[src/rtl/store_buffer.sv]
// store_buffer: in-order pending-store FIFO ahead of datamemory with word-granular load hazard stall.
// Define STORE_FWD_EN to forward youngest matching SW data to LW loads instead of stalling.
module store_buffer #(
    parameter int DEPTH      = 4,
    parameter int DM_ADDRESS = 9,
    parameter int DATA_W     = 32
) (
    input  logic                      clk,
    input  logic                      reset,
    input  logic                      st_valid,
    output logic                      st_ready,
    input  logic [DM_ADDRESS-1:0]     st_addr,
    input  logic [DATA_W-1:0]         st_data,
    input  logic [2:0]                st_funct3,
    input  logic                      ld_valid,
    input  logic [DM_ADDRESS-1:0]     ld_addr,
    input  logic [2:0]                ld_funct3,
    output logic                      ld_stall,
    output logic                      dm_MemWrite,
    output logic [DM_ADDRESS-1:0]     dm_a,
    output logic [DATA_W-1:0]         dm_wd,
    output logic [2:0]                dm_Funct3,
    output logic [$clog2(DEPTH):0]    sb_count,
`ifdef STORE_FWD_EN
    output logic                      sb_empty,
    output logic                      ld_fwd_valid,
    output logic [DATA_W-1:0]         ld_fwd_data
`else
    output logic                      sb_empty
`endif
);
    localparam int PW = $clog2(DEPTH);
    localparam int CW = PW + 1;

    logic [DM_ADDRESS-1:0] addr_q [DEPTH];
    logic [DATA_W-1:0]     data_q [DEPTH];
    logic [2:0]            f3_q   [DEPTH];
    logic [PW-1:0]         head_q, head_d, tail_q, tail_d, idx;
    logic [CW-1:0]         count_q, count_d;
    logic                  acc, drn, hit, fwd, y_sw;
    logic [DATA_W-1:0]     y_data;
    logic                  unused_ok;

    // Walk entries oldest to youngest so the last match is the youngest store.
    always_comb begin
        hit    = 1'b0;
        y_sw   = 1'b0;
        y_data = '0;
        idx    = '0;
        for (int k = 0; k < DEPTH; k++) begin
            idx = head_q + PW'(k);
            if (CW'(k) < count_q && addr_q[idx][DM_ADDRESS-1:2] == ld_addr[DM_ADDRESS-1:2]) begin
                hit    = 1'b1;
                y_sw   = f3_q[idx] == 3'b010;
                y_data = data_q[idx];
            end
        end
        hit = hit && ld_valid && reset;
    end

`ifdef STORE_FWD_EN
    assign fwd          = hit && y_sw && ld_funct3 == 3'b010;
    assign ld_fwd_valid = fwd;
    assign ld_fwd_data  = y_data;
`else
    assign fwd = 1'b0;
`endif

    assign st_ready    = reset && count_q < CW'(DEPTH);
    assign ld_stall    = hit && !fwd;
    assign acc         = st_valid && st_ready;
    assign drn         = reset && count_q != '0 && (!ld_valid || ld_stall);
    assign dm_MemWrite = drn;
    assign dm_a        = addr_q[head_q];
    assign dm_wd       = data_q[head_q];
    assign dm_Funct3   = f3_q[head_q];
    assign sb_count    = reset ? count_q : '0;
    assign sb_empty    = sb_count == '0;
    assign unused_ok   = &{1'b0, ld_addr[1:0], ld_funct3, y_sw, y_data};

    always_comb begin
        head_d  = head_q + PW'(drn);
        tail_d  = tail_q + PW'(acc);
        count_d = count_q + CW'(acc) - CW'(drn);
    end

    always_ff @(posedge clk) begin
        if (!reset) begin
            head_q  <= '0;
            tail_q  <= '0;
            count_q <= '0;
        end else begin
            head_q  <= head_d;
            tail_q  <= tail_d;
            count_q <= count_d;
        end
    end

    always_ff @(posedge clk) begin
        if (acc) begin
            addr_q[tail_q] <= st_addr;
            data_q[tail_q] <= st_data;
            f3_q[tail_q]   <= st_funct3;
        end
    end
endmodule

[config.mk]
export PLATFORM = sky130hd
export DESIGN_NAME = store_buffer
export DESIGN_NICKNAME = d
export VERILOG_FILES = /design/src/rtl/store_buffer.sv
export SDC_FILE = /design/constraint.sdc
export NUM_CORES = 1
export LEC_CHECK = 0
export CORE_MARGIN = 5
export CORE_UTILIZATION = 32
export DETAILED_ROUTE_END_ITERATION = 8
export PLACE_DENSITY_LB_ADDON = 0.3
export SYNTH_ARGS = -nofsm -noshare
export SYNTH_HDL_FRONTEND = slang
export SYNTH_SLANG_ARGS = --single-unit
[constraint.sdc]
create_clock -name clk -period 9.4 [get_ports clk]
set_input_delay 1.41 -clock clk [delete_from_list [all_inputs] [get_ports clk]]
set_output_delay 1.41 -clock clk [all_outputs]
set_load 0.02 [all_outputs]
==> results.cfg <==
[detailed_routing]
wire_per_inst_um = 18.7
first_pass_iters = 4
drt_iter0_drc = 151
drc_errors = 0
wl_mm = 15.1
ant_nets = 0
vias = 3820
viasPerCell = 4.72

[floorplan]
std_cell_rows = 56
die_h_um = 165
dieWidth_um = 165
dieArea_um2 = 27200
num_io_pins = 111
core_area_um2 = 23500
start_util = 0.327

[worst_setup_path]
crit_type = flop to primary output
r2r_cells = 14
crit_chain = buf_4, mux4_2, xnor2_1, o21ai_1, a2111oi_2, a21oi_1, a31oi_1, clkdlybuf4s50_1
critPathCaptureType = primary output
critPathMaxFanout = 44
critical_path_required_ns = 7.99
cp_data_arrival_time_ns = 4.30
max_stage_delay_ns = 0.68
startpoint_type = flop
critical-path-slowest-cell = buf_4

[global_route]
grt_pass1_vias = 4152
grt_use_total = 0.115
grt_pass1_wl_mm = 23.3
grt_max_degree = 47
grt.overflow.total = 0
antenna_found_initial = 1

[layout]
diodes = 0
multi_input_area_um2 = 2120
drive_above_1_share = 0.178
layout.nets = 546
syn_to_final_growth_pct = 26.0
final-seq-area_um2 = 5430
finish.utilization = 0.412
fillers = 2127

[synth]
synth_top_family_by_area = multiplexers
synth_xor_area_frac = 0.0399
synth_compound_area_frac = 0.0137
synthArstFlopShare = 0
synth_fp_nets = 437
synth_warnings = 0
muxShareOfSynthArea = 0.186
synth_cell_types = 36
yosysSeqAreaShare = 0.705
syn_area_um2 = 7690
syn_inst = 370
synth_adder_area_share = 0.0124
synthSimpleGateAreaFrac = 0.0218
synth_edf_count = 176
ys_ff_latch = 183
syn_avg_cell_area_um2 = 20.8
synth_flop_cell = edfxtp_1

[clock_tree]
htreeDepth = 4
insertion_delay_ns = 0.41
post_cts_resized = 0
cts.sinks = 183
cts_tree = yes
ctsHoldBuffers = 0
numCtsBuffers = 17
cts.clk_slew.worst_paths_ns = 0.07
cts_buffer_depth = 2
root_buffer = clkbuf_16
postCtsSetupRepairBufs = 0

[pwr]
p_clk_frac = 0.358
internal-power_uw = 1570
combPwrFrac = 0.178
power.leakage_uw = 0.00303
vdd_ir_drop_max_v = 0.000114
p_seq_frac = 0.464
cellPowerDensity_nw_per_um2 = 213
netSwitchingFraction = 0.241
switchingPower_uw = 498

[timing]
slew_headroom = 0.488
rsz0062_at_grt = no
min_period_over_period = 0.607
fmax_mhz = 175
setup-violations-final = 0
hold_viol = 0
layout_min_cycle_time_ns = 5.71
tightestPinTransition_ns = 0.768
slew_violations = 0
skew_ns = 0.0119
tns_ns = 0

[min_path]
min_path_type = flop to flop
hold_depth = 2

[placed_design]
routabilityCongestion = 0.723
dpl.hpwl_mm = 9.14
io_buffers = 105

[flow_run]
drv_cap = 0

[status]
status = finished, final reports clean
==> state kept, by name, indices dropped and copies added, names as in the netlist <==
name and count:
data_q 128, tail_q 2, count_q 3, f3_q 12, head_q 2, addr_q 36
==> placed cells by master (no fill, tap or decap), types with 2 or more instances in the layout <==
cell type / count
edfxtp_1: 176
clkdlybuf4s50_1: 105
mux4_2: 44
mux2i_1: 20
xnor2_1: 19
clkbuf_16: 17
xor2_1: 16
and2_1: 9
mux4_1: 9
inv_1: 7
ha_1: 6
buf_4: 6
inv_6: 5
dfxtp_1: 5
nor2_1: 4
bufinv_16: 4
nor2b_1: 3
a21oi_1: 3
nand2_1: 3
a211oi_1: 2
nor4_1: 2
o2111ai_1: 2
nand3_1: 2
nand4_1: 2
clkinv_4: 2
clkinv_2: 2
dfxtp_4: 2
==> worst max-delay path, delay by kind of cell (launching register included) <==
| kind | cells | cell delay (ns) |
|---|---|---|
| muxes | 1 | 0.65 |
| AOI/OAI and AO/OA | 4 | 0.99 |
| buffers and inverters | 2 | 1.36 |
| xor gates and xnor gates | 1 | 0.16 |
| DFF | 1 | 0.67 |
==> path summary, 6_finish.rpt <==
check	from	to	slack, ns
worst min-delay path	tail_q[1]	tail_q[1]	0.69
worst max-delay path	head_q[0]	dm_MemWrite	3.69
worst max register to register	head_q[0]	count_q[2]	4.88
worst min register to register	tail_q[1]	tail_q[1]	0.69
==> power by group through the flow <==
stage / clock, µW / sequential [µW] / combinational (µW)
2_1_floorplan: 0 / 960 / 240
3_3_place_gp: 0 / 977 / 372
3_5_place_dp: 0 / 979 / 374
4_1_cts: 765 / 961 / 376
5_1_grt: 802 / 965 / 396
6_report: 740 / 959 / 368
==> cell usage after synthesis, types with 5 or more instances <==
| master | number | area (µm²) |
|---|---|---|
| and2_1 | 9 | 56.3 |
| buf_2 | 5 | 25.0 |
| buf_6 | 5 | 56.3 |
| clkbuf_1 | 9 | 33.8 |
| dfxtp_1 | 7 | 140 |
| edfxtp_1 | 176 | 5290 |
| ha_1 | 6 | 75.1 |
| inv_1 | 7 | 26.3 |
| mux2i_1 | 20 | 200 |
| mux4_1 | 9 | 236 |
| mux4_2 | 44 | 991 |
| nor2_1 | 5 | 18.8 |
| xnor2_1 | 19 | 166 |
| xor2_1 | 16 | 140 |
==> layout make-up <==
cell class                 instances  share of cell area
clock buffer                      17              0.0439
multi-input combinational        159               0.219
timing repair buffer             111               0.113
tap                              319              0.0412
inverter                           7             0.00271
clock inverter                    13              0.0198
sequential                       183               0.561
==> cells by family (layout without fill, tap and decap cells) <==
| logic type | count (synthesis) | in the layout |
|---|---|---|
| DFF | 183 | 183 |
| muxes | 73 | 73 |
| xor gates and xnor gates | 35 | 35 |
| and+or+nand+nor | 30 | 30 |
| buffers and inverters | 28 | 148 |
| AOI/OAI and AO/OA | 14 | 14 |
| adders and majority gates | 7 | 7 |
==> per-layer routing <==
metal  GRT usage  vias to the layer above  routed length, µm
met5           0                        -                  7
met4      0.0284                        2                125
met3      0.0347                       11                760
met2       0.198                       74               7720
met1       0.142                     1998               6470
li1            -                     1735                  -
==> per-stage QoR <==
stage	cell area [µm²]	setup slack (ns)	hold WS (ns)	total power, µW	cells
6_report	9690	3.69	0.688	2070	809
5_1_grt	9690	3.29	0.717	2160	809
4_1_cts	9690	3.54	0.690	2100	809
3_5_place_dp	9070	4.01	0.672	1350	779
3_3_place_gp	9070	4.03	0.629	1350	779
2_1_floorplan	7690	3.65	0.573	1200	370
Power figures use the tool's default switching activity.
